**src/rtl/mem_arbiter.sv**
```systemverilog
// Two-master Wishbone arbiter onto one shared memory port (m0 = icache, m1 = dcache).
// Ties alternate via last_grant; a per-transfer stall counter turns a silent memory into an err.
module mem_arbiter #(
   parameter int unsigned WORD_SIZE      = 256,
   parameter int unsigned ADDR_WIDTH     = 32,
   parameter int unsigned TIMEOUT_CYCLES = 1024
) (
   input  logic                  clk,
   input  logic                  rst,
   input  logic                  m0_cyc_i,
   input  logic                  m0_stb_i,
   input  logic                  m0_we_i,
   input  logic [ADDR_WIDTH-1:0] m0_addr_i,
   input  logic [WORD_SIZE-1:0]  m0_mosi_i,
   output logic                  m0_ack_o,
   output logic                  m0_err_o,
   output logic [WORD_SIZE-1:0]  m0_miso_o,
   input  logic                  m1_cyc_i,
   input  logic                  m1_stb_i,
   input  logic                  m1_we_i,
   input  logic [ADDR_WIDTH-1:0] m1_addr_i,
   input  logic [WORD_SIZE-1:0]  m1_mosi_i,
   output logic                  m1_ack_o,
   output logic                  m1_err_o,
   output logic [WORD_SIZE-1:0]  m1_miso_o,
   output logic                  mem_cyc_o,
   output logic                  mem_stb_o,
   output logic                  mem_we_o,
   output logic [ADDR_WIDTH-1:0] mem_addr_o,
   output logic [WORD_SIZE-1:0]  mem_mosi_o,
   input  logic                  mem_ack_i,
   input  logic [WORD_SIZE-1:0]  mem_miso_i
);

   // A zero timeout still needs a legal 1-bit counter; it is simply never compared.
   localparam int unsigned     CNT_W      = (TIMEOUT_CYCLES == 0) ? 1 : $clog2(TIMEOUT_CYCLES + 1);
   localparam bit              TIMEOUT_EN = (TIMEOUT_CYCLES != 0);
   localparam logic [CNT_W-1:0] CNT_LAST  = CNT_W'((TIMEOUT_CYCLES == 0) ? 0 : TIMEOUT_CYCLES - 1);

   typedef enum logic [1:0] {
      IDLE   = 2'd0,
      GRANT0 = 2'd1,
      GRANT1 = 2'd2
   } state_e;

   state_e           state_q, state_d;
   logic             last_grant_q, last_grant_d;
   logic [CNT_W-1:0] cnt_q, cnt_d;

   logic                  granted;
   logic                  g_cyc, g_stb, g_we;
   logic [ADDR_WIDTH-1:0] g_addr;
   logic [WORD_SIZE-1:0]  g_mosi;
   logic                  stall_c, timeout_c, ack_c;

   always_ff @(posedge clk or posedge rst) begin
      if (rst) begin
         state_q      <= IDLE;
         last_grant_q <= 1'b1;
         cnt_q        <= '0;
      end else begin
         state_q      <= state_d;
         last_grant_q <= last_grant_d;
         cnt_q        <= cnt_d;
      end
   end

   always_comb begin
      state_d      = state_q;
      last_grant_d = last_grant_q;
      cnt_d        = '0;
      granted      = 1'b0;
      g_cyc        = 1'b0;
      g_stb        = 1'b0;
      g_we         = 1'b0;
      g_addr       = '0;
      g_mosi       = '0;
      stall_c      = 1'b0;
      timeout_c    = 1'b0;
      ack_c        = 1'b0;
      mem_cyc_o    = 1'b0;
      mem_stb_o    = 1'b0;
      mem_we_o     = 1'b0;
      mem_addr_o   = '0;
      mem_mosi_o   = '0;
      m0_ack_o     = 1'b0;
      m0_err_o     = 1'b0;
      m0_miso_o    = '0;
      m1_ack_o     = 1'b0;
      m1_err_o     = 1'b0;
      m1_miso_o    = '0;

      case (state_q)
         IDLE: begin
            // last_grant names the previous winner, so a tie goes to the other master
            if (m0_cyc_i && m1_cyc_i) begin
               state_d      = last_grant_q ? GRANT0 : GRANT1;
               last_grant_d = ~last_grant_q;
            end else if (m0_cyc_i) begin
               state_d      = GRANT0;
               last_grant_d = 1'b0;
            end else if (m1_cyc_i) begin
               state_d      = GRANT1;
               last_grant_d = 1'b1;
            end
         end
         GRANT0, GRANT1: begin
            granted   = (state_q == GRANT1);
            g_cyc     = granted ? m1_cyc_i  : m0_cyc_i;
            g_stb     = granted ? m1_stb_i  : m0_stb_i;
            g_we      = granted ? m1_we_i   : m0_we_i;
            g_addr    = granted ? m1_addr_i : m0_addr_i;
            g_mosi    = granted ? m1_mosi_i : m0_mosi_i;
            ack_c     = g_cyc && g_stb && mem_ack_i;
            stall_c   = g_cyc && g_stb && !mem_ack_i;
            timeout_c = TIMEOUT_EN && stall_c && (cnt_q == CNT_LAST);
            cnt_d     = (stall_c && !timeout_c) ? cnt_q + CNT_W'(1) : '0;

            mem_cyc_o  = g_cyc && !timeout_c;
            mem_stb_o  = g_stb && !timeout_c;
            mem_we_o   = g_we;
            mem_addr_o = g_addr;
            mem_mosi_o = g_mosi;

            if (granted) begin
               m1_ack_o  = ack_c;
               m1_err_o  = timeout_c;
               m1_miso_o = mem_miso_i;
            end else begin
               m0_ack_o  = ack_c;
               m0_err_o  = timeout_c;
               m0_miso_o = mem_miso_i;
            end

            if (!g_cyc || timeout_c) state_d = IDLE;
            if (timeout_c) last_grant_d = granted;
         end
         default: state_d = IDLE;
      endcase
   end

endmodule

```
**config.mk**
```make
export PLATFORM = sky130hd
export DESIGN_NAME = mem_arbiter
export DESIGN_NICKNAME = d
export VERILOG_FILES = /design/src/rtl/mem_arbiter.sv
export SDC_FILE = /design/constraint.sdc
export NUM_CORES = 1
export LEC_CHECK = 0
export ABC_CLOCK_PERIOD_IN_PS = 2100
export BUFFER_PORTS_ARGS = -buffer_cell sky130_fd_sc_hd__buf_4
export CORE_AREA = 2 2 643 645
export DETAILED_ROUTE_END_ITERATION = 8
export DIE_AREA = 0 0 645 647
export GPL_ROUTABILITY_DRIVEN = 0
export GPL_TIMING_DRIVEN = 0
export PLACE_DENSITY = 0.3
export SYNTH_ARGS = -nofsm -noshare
export SYNTH_HDL_FRONTEND = slang
export SYNTH_SLANG_ARGS = --single-unit
```
**constraint.sdc**
```tcl
create_clock -name clk -period 2.1 [get_ports clk]
set_input_delay 0.42 -clock clk [delete_from_list [all_inputs] [get_ports clk]]
set_output_delay 0.42 -clock clk [all_outputs]
set_load 0.01 [all_outputs]
```
* After elaboration in Yosys (flattened, before gate mapping)
Index checks and enable logic that the tools add are counted.
** Operators by class
- Add/sub/neg operators :: 1
- Equality and inequality tests :: 6
- Mux-type cells :: 35
- Bitwise logic cells :: 1
- Reduce and logical (&&, ||, !) cells :: 17
** Operators with widths (count)
- 256-bit two-way mux :: 6
- 32-bit two-way mux :: 2
- 11-bit two-way mux :: 2
- 1-bit two-way mux :: 18
- 11-bit by 1-bit adder with 11-bit output, second input constant :: 1
- 11-bit by 10-bit equality test with 1-bit output, second input constant :: 1
- 2-bit two-way mux :: 5
- 1-bit logical AND :: 8
- 2-bit inequality test, second input constant :: 2
- 4-bit inequality test, second input constant :: 1
- 2-bit case mux with 2 select lines :: 1
- 1-bit zero test :: 3
- 3-bit AND reduction :: 1
- 2-bit by 1-bit equality test with 1-bit output, second input constant :: 1
- 2-bit equality test, second input constant :: 1
- 2-bit zero test :: 1
- 1-bit case mux with 2 select lines :: 1
- 2-bit AND reduction :: 1
- 2-bit nonzero test :: 1
- 2-bit OR reduction :: 1
- 1-bit logical OR :: 1
- 1-bit NOT :: 1
** Storage, ports and cells
- Register bits after elaboration :: 14
- Input port bits :: 841
- Word-level logic and storage cells :: 63

* Logic depth before layout (Yosys ltp)
Gate-level depths: netlist (run 1).
- Depth after elaboration :: 9
- Depth in mapped cells :: 8

* Least setup slack after synthesis (run 1)
OpenSTA, ideal clock, no wires.
- Path kind :: reg-to-output
- Start point :: register state_q[0]
- End point :: output mem_addr_o[10]
- Arrival :: 1585 ps
- Data required time :: 1680 ps
- Setup slack :: 95 ps
- Stages on the path, launching flop included :: 8
- Cell sequence :: dfrtp_1 -> inv_1 -> ha_1 -> buf_2 -> inv_2 -> clkbuf_1 -> clkbuf_1 -> nor2_1
** Between the ends
- Word-level cells in the longest chain between the ends :: 3
** Ends and longest elaborated chain
- start: declaration :: RTL line 46 : state_e state_q, state_d;
- start signal: assignment :: RTL line 62 : state_q <= state_d;
- 2-bit equality test / 2-bit by 1-bit equality test with 1-bit output (equally long branches) :: RTL line 93, 108
- 32-bit two-way mux / 2-bit OR reduction (equally long branches) :: RTL line 112, 93
- 32-bit two-way mux * :: RTL line 93 : case (state_q)
- end: declaration :: RTL line 29 : output logic [ADDR_WIDTH-1:0] mem_addr_o,
Every way passes the cells marked *; elsewhere a longest branch is shown, timed or not.

* Worst setup path after layout (run 1)
- Start point :: register state_q[0]
- End point :: output mem_mosi_o[233]
** Between the ends
- Word-level cells in the longest chain between the ends :: 3
** Ends and longest elaborated chain
- 2-bit equality test / 2-bit by 1-bit equality test with 1-bit output (equally long branches) :: RTL line 93, 108
- 256-bit two-way mux / 2-bit OR reduction (equally long branches) :: RTL line 113, 93
- 256-bit two-way mux * :: RTL line 93
- end: declaration :: RTL line 30 : output logic [WORD_SIZE-1:0] mem_mosi_o,
Marks and branches as above.

==> key figures, run 1 <==
Status
  • Status: finished, violations left
  • Failing checks: negative setup slack

Floorplan
  • Row cnt: around 240
  • Chip Width: 645 µm
  • Die height: roughly 650 µm
  • I/O pin cnt: roughly 1600
  • Starting Density: under 10%
  • Die footprint: around 0.42 mm²
  • Core ar.: about 0.41 mm²

Placed design
  • Placed Cells: approximately 8500
  • HPWL Detailed: between 300000 and 400000 µm
  • Buffers on Ports: around 1600

Global routing
  • Overflow after GRT: 0
  • Initial antenna violation count: about 450
  • First-pass GRT wire length: between 400000 and 500000 µm
  • All-Layer GR Usage: between 10% and 20%
  • Largest net degree at the start of global routing: 15
  • Vias in the first global route: 19208

CTS
  • Clock transition at path regs: ~0.050 ns
  • Clock sink total: 14
  • Clock tree buffer depth: 2
  • CTS Buf Count: 3
  • Htree depth: 1
  • CTS tree: built
  • Hold_buf cts: 0
  • Clock root cell: clkbuf_16
  • Worst skew pair latency: roughly 0.25 ns

Worst setup path
  • Setup crit start kind: register
  • CP arrival: between 2 and 2.5 ns
  • CP Data Required Time: roughly 1.7 ns
  • Worst Path Max Fanout: 8
  • Crit end category: primary output
  • Kind of critical path: register to primary output

STA
  • Final clock period utilization by the worst path: 129%
  • Slew headroom: between 50% and 60%
  • Final hold slack: 0.272 ns
  • Worst-margin pin slew: around 0.7 ns
  • Min cycle time layout: approximately 2.7 ns
  • Max-slew violation count: 0
  • Worst Setup Slack, final: -0.611 ns
  • Max Fclk: 369 MHz
  • # setup viols final: 807
  • Setup TNS: -314.41 ns
  • RSZ-0062 raised after global routing: yes
  • Fin. Hold Viols: 0
  • Clock Skew: 0.00364 ns

Logic synthesis
  • Compound-Gate Fraction of Synth Area: less than 1%
  • Area contributors post-synth: mux2i_1 (33%), and2_1 (19%), and3_1 (18%), nor2_1 (13%), clkbuf_1 (4.4%)
  • Synth area leader: mux2i_1
  • Yosys cell types: 37
  • Warnings from Yosys: 0
  • Area share of fa/ha/maj cells after synthesis: less than 1%
  • Synth Area in XOR/XNOR: less than 1%
  • Simple-gate portion of the synthesized area: approximately 53%
  • Cells after Synth: about 1300
  • Fraction of synthesized area in multiplexers: approximately a third
  • Synthesized area per cell: between 6 and 7 µm²
  • Top cell type's share of synthesized area: between 30% and 40%
  • Register area share after synthesis: 4.05%
  • Post-synthesis sequential element count: 14
  • Synthesized Nets: between 2000 and 2500
  • Main combinational cell family by area after synthesis: simple AND/OR/NAND/NOR gates
  • Post-Syn Area: roughly 0.0087 mm²

Drt
  • Detailed Route Iter0 Violations: about 1700
  • Post-DRT Antenna Nets: 0
  • Vias per Instance: ~2.4
  • Vias: slightly above 20000
  • Total wire length: 375000 µm
  • DRC: 0
  • Pre-antenna DRT Iters: 5
  • Routed len/inst: roughly 43 µm

Pwr
  • P_leak: about 14 nW
  • Peak VDD IR: ~0.60 mV
  • PwrDens: between 1000 and 1500 mW/mm²

Cells and area
  • Synth-to-Final Area Change: 274%
  • Nets: ~3900
  • Layout cells sized above 1: between 60% and 70%
  • Reg area: about 350 µm²
  • Multi-input logic area: 0.00939 mm²
  • Final core utilization: ~7.9%
  • Filler Cells Inserted: approximately 48000
  • Final non-filler cell total: 8642

Min path
  • Hold Path Class: input pin to async pin

Job
  • Max-cap violations: 0
## sequential cells by signal, indices dropped and copies added (netlist names)
register	flops
last_grant_q	1
cnt_q	11
state_q	2
## critical path: stages (launching register included)
cell	delay, ns
dfrtp_1	0.39
inv_2	0.10
ha_4	0.16
buf_12	0.15
buf_16	0.18
buf_16	0.16
mux2i_4	0.62
nor2_2	0.08
buf_6	0.15
## final timing paths
check / startpoint / end / slack, ns / cells past startpoint
worst max-delay path: state_q[0] / mem_mosi_o[233] / -0.61 / 8
worst min-delay path: rst / cnt_q[9] / 0.27 / 2
worst max register to register: state_q[0] / state_q[0] / 0.15 / 7
worst min register to register: cnt_q[0] / cnt_q[0] / 0.49 / 1
max in group asynchronous: rst / cnt_q[7] / 1.42 / 2
min in group clk: cnt_q[0] / cnt_q[0] / 0.49 / 1
## kinds of logic (layout without fill, tap and decap cells)
family | after synthesis | in the layout
and+or+nand+nor | 847 | 847
muxes | 292 | 292
buffers and inverters | 158 | 1861
DFF | 14 | 14
AOI/OAI and AO/OA | 9 | 9
xor gates and xnor gates | 8 | 8
adders and majority gates | 4 | 4
other | 0 | 133
## power by group
group,switching (W),internal [W]
combinational,0.0275,0.0178
sequential,0.0000309,0.000309
clock,0.000122,0.000289
## cell type report
class	instances	area share (%)
Tap cell	5474	21.1
Buffer	150	5.45
Clock buffer	4	0.273
Multi-Input combinational cell	1160	28.9
Sequential cell	14	1.08
Inverter	7	0.115
Antenna cell	133	1.02
Timing Repair Buffer	1700	42.1
## per-stage QoR
stage               total power, W  cell area (µm²)  setup slack, ns
floorplan                   0.0124             8690           0.0953
global placement            0.0382            27900            -2.38
detailed placement          0.0394            27900            -1.90
CTS                         0.0452            31100           -0.633
global route                0.0481            32400           -0.631
finish                      0.0460            32500           -0.611
## cell usage after synthesis
library cell	number
nor2_1	302
mux2i_1	290
and2_1	258
and3_1	257
clkbuf_1	101
buf_2	44
dfrtp_1	13
buf_1	6
inv_1	6
nand2_1	6
nand3_1	5
xnor2_1	5
ha_1	4
a21oi_1	3
nor3_1	3
xor2_1	3
and4_1	2
and4_4	2
mux2_4	2
nand4_1	2
nor4_1	2
a211oi_1	1
a311o_1	1
and4b_1	1
dfstp_2	1
inv_2	1
nand2b_1	1
nand4_2	1
nor2b_1	1
nor3b_1	1
nor3b_2	1
nor4_2	1
nor4b_4	1
o211ai_1	1
o21ai_2	1
o221ai_1	1
o22ai_1	1
## per-layer routing
metal | up-vias | wire length [µm] | GRT usage (%) | part of all wire (%)
met3 | 813 | 59600 | 12.5 | 16
met2 | 1971 | 169000 | 27.7 | 45
met1 | 9533 | 128000 | 17.1 | 34
met4 | 278 | 16700 | 6.38 | 4.4
met5 | - | 2000 | 0 | 0.53
li1 | 8085 | - | - | -
## cell usage in the layout, fill, tap and decap left out, types with 3 or more instances in the layout
cell type  Yosys  routed
buf_2         44      11
nand3_1        5       5
diode_2        0     133
inv_1          6       4
buf_12         0      43
and2_4         0      12
nor2_2         0      42
xnor2_1        5       5
clkbuf_4       0      18
a21oi_1        3       3
mux2i_2        0      39
mux2i_4        0      97
clkbuf_2       0      29
xor2_1         3       3
and3_1       257     253
clkbuf_1     101       8
buf_4          0    1596
buf_16         0      18
buf_6          0      79
dfrtp_1       13      13
clkbuf_16      0      19
mux2i_1      290     154
nor2_4         0      17
buf_8          0      20
nor3_1         3       3
clkbuf_8       0      13
nor2_1       302     243
nand2_1        6       6
and2_1       258     245
## what timing repair did
item                       in CTS  in global routing
buffers inserted               20                 23
pin swaps                       2                 10
setup endpoints to repair     819                807
gates resized for setup       624                277
gates cloned                    9                  2
Note: power is estimated with default switching activity, not from simulation.
==> run 2, diff against run 1 <==
- REMOVE_ABC_BUFFERS: not set -> 1
==> key figures, run 2 (synthesis gave the netlist of run 1 again) <==
Floorplan
  • Row cnt: between 200 and 250
  • Die footprint: between 0.4 and 0.5 mm²
  • Chip Width: between 600 and 700 µm
  • Starting Density: ~2.1%
  • Core ar.: roughly 0.41 mm²
  • Die height: between 600 and 700 µm
  • I/O pin cnt: 1648

Cells and area
  • Final core utilization: between 8 and 9%
  • Max reg flops: 11
  • Layout cells sized above 1: roughly 72%
  • Nets: a little under 4000
  • Most common cell after layout, fill and taps aside: buf_4
  • Filler Cells Inserted: between 40000 and 50000
  • Final non-filler cell total: 8578
  • Most flops, register: cnt_q
  • Commonest non-fill, non-tap cells in the layout: buf_4 (1480), and2_1 (254), and3_1 (217), buf_6 (188), nor2_1 (186)
  • Top flop regs: cnt_q (11), state_q (2), last_grant_q (1)
  • Synth-to-Final Area Change: 298%

Placed design
  • Placed Cells: slightly above 8000
  • Buffers on Ports: between 1500 and 2000
  • HPWL Detailed: approximately 300000 µm

Worst setup path
  • CP Data Required Time: 1.68 ns
  • Reg-to-Reg Start: state_q[0]
  • Reg-to-reg endpoint: cnt_q[2]
  • Crit end category: primary output
  • Worst R2R Setup Slack: -0.06 ns
  • Kind of critical path: register to primary output
  • CP arrival: 2.34 ns
  • Setup crit start kind: register
  • Worst Path Max Fanout: 11
  • R2R cell count: 9

Global routing
  • All-Layer GR Usage: between 10% and 20%
  • Largest net degree at the start of global routing: approximately 110
  • First-pass GRT wire length: between 300000 and 400000 µm
  • Vias in the first global route: 18651
  • Overflow after GRT: 0
  • Initial antenna violation count: 276

Drt
  • Detailed Route Iter0 Violations: 1156
  • Total wire length: around 340000 µm
  • Pre-antenna DRT Iters: 5
  • Post-DRT Antenna Nets: 0
  • DRC: 0
  • Vias per Instance: ~2.3
  • Vias: between 15000 and 20000
  • Routed len/inst: ~40 µm

CTS
  • CTS Buf Count: 3
  • Clock root cell: clkbuf_16
  • Worst skew pair latency: about 0.24 ns
  • Clock sink total: 14
  • CTS tree: built
  • Clock tree buffer depth: 2
  • Clock transition at path regs: 0.05 ns
  • Htree depth: 1

Job
  • Max-cap violations: 0

STA
  • # setup viols final: 814
  • RSZ-0062 raised after global routing: yes
  • Worst-margin pin slew: approximately 0.6 ns
  • Fin. Hold Viols: 0
  • Final hold slack: roughly 0.26 ns
  • Min cycle time layout: approximately 2.8 ns
  • Slew headroom: roughly three fifths
  • Max Fclk: 363 MHz
  • Final clock period utilization by the worst path: 131%
  • Max-slew violation count: 0
  • Clock Skew: 0.00327 ns
  • Worst Setup Slack, final: -0.657 ns

Status
  • Status: finished, violations left
  • Failing checks: negative setup slack

Pwr
  • PwrDens: about 1600 mW/mm²
  • P_leak: about 15 nW
  • Peak VDD IR: just over 0.8 mV
  • Overall power: 0.0548 W

Min path
  • Hold Path Class: input pin to async pin
## run 2: area by class of cell
cell class	instances	area, µm²	area share (%)
antenna	80	200	0.579
clock buffer	4	88.8	0.257
inverter	7	71.3	0.206
multi-input combinational	1160	9990	28.9
sequential	14	353	1.02
tap	5474	6850	19.8
timing repair buffer	1832	16900	48.9
timing repair inverter	7	101	0.293
## run 2: through the flow
stage                     setup WS, ns  setup TNS (ns)  cell area (µm²)
after detailed placement         -1.76         -636.39            27700
after floorplan                 -10.50        -4831.18             8070
final                           -0.657         -314.61            34600
after global routing            -0.683         -356.05            34500
after global placement          -19.84               -            27300
after CTS                       -0.674         -336.32            30600
## run 2: worst max-delay path by stage
stage / end / start / slack, ns
after detailed placement: mem_mosi_o[32] / state_q[0] / -1.76
after global routing: mem_mosi_o[22] / state_q[0] / -0.68
after floorplan: mem_stb_o / state_q[0] / -10.50
final: mem_addr_o[13] / state_q[0] / -0.66
after global placement: m1_err_o / state_q[0] / -19.84
after CTS: mem_mosi_o[152] / state_q[0] / -0.67
## run 2: per-layer routing
layer | vias to the layer above | wire, µm | global-route usage, %
met1 | 9237 | 93400 | 11.8
met2 | 1572 | 192000 | 30.5
li1 | 8006 | - | -
met5 | - | 789 | 0
met3 | 648 | 35000 | 6.63
met4 | 114 | 21000 | 6.92
## run 2: what timing repair did
action                     in CTS  in global routing
resized for setup             307                517
buffers inserted               43                 48
setup endpoints to repair     821                819
gates cloned                   36                 54
pin swaps                       6                 40
hold buffers                    0                  0
## run 2: worst max-delay path, stage by stage (launching register included)
cell and delay [ns]:
dfrtp_1 0.40, inv_4 0.10, ha_4 0.17, buf_16 0.14, buf_16 0.16, buf_16 0.20
buf_16 0.22, mux2i_2 0.37, nor2_1 0.08, buf_4 0.15
## run 2: where the power goes
group	internal [W]	leakage [nW]	switching (W)
registers	0.000311	0.188	0.0000347
logic	0.0221	14.3	0.0320
clock network	0.000289	0.0447	0.000110
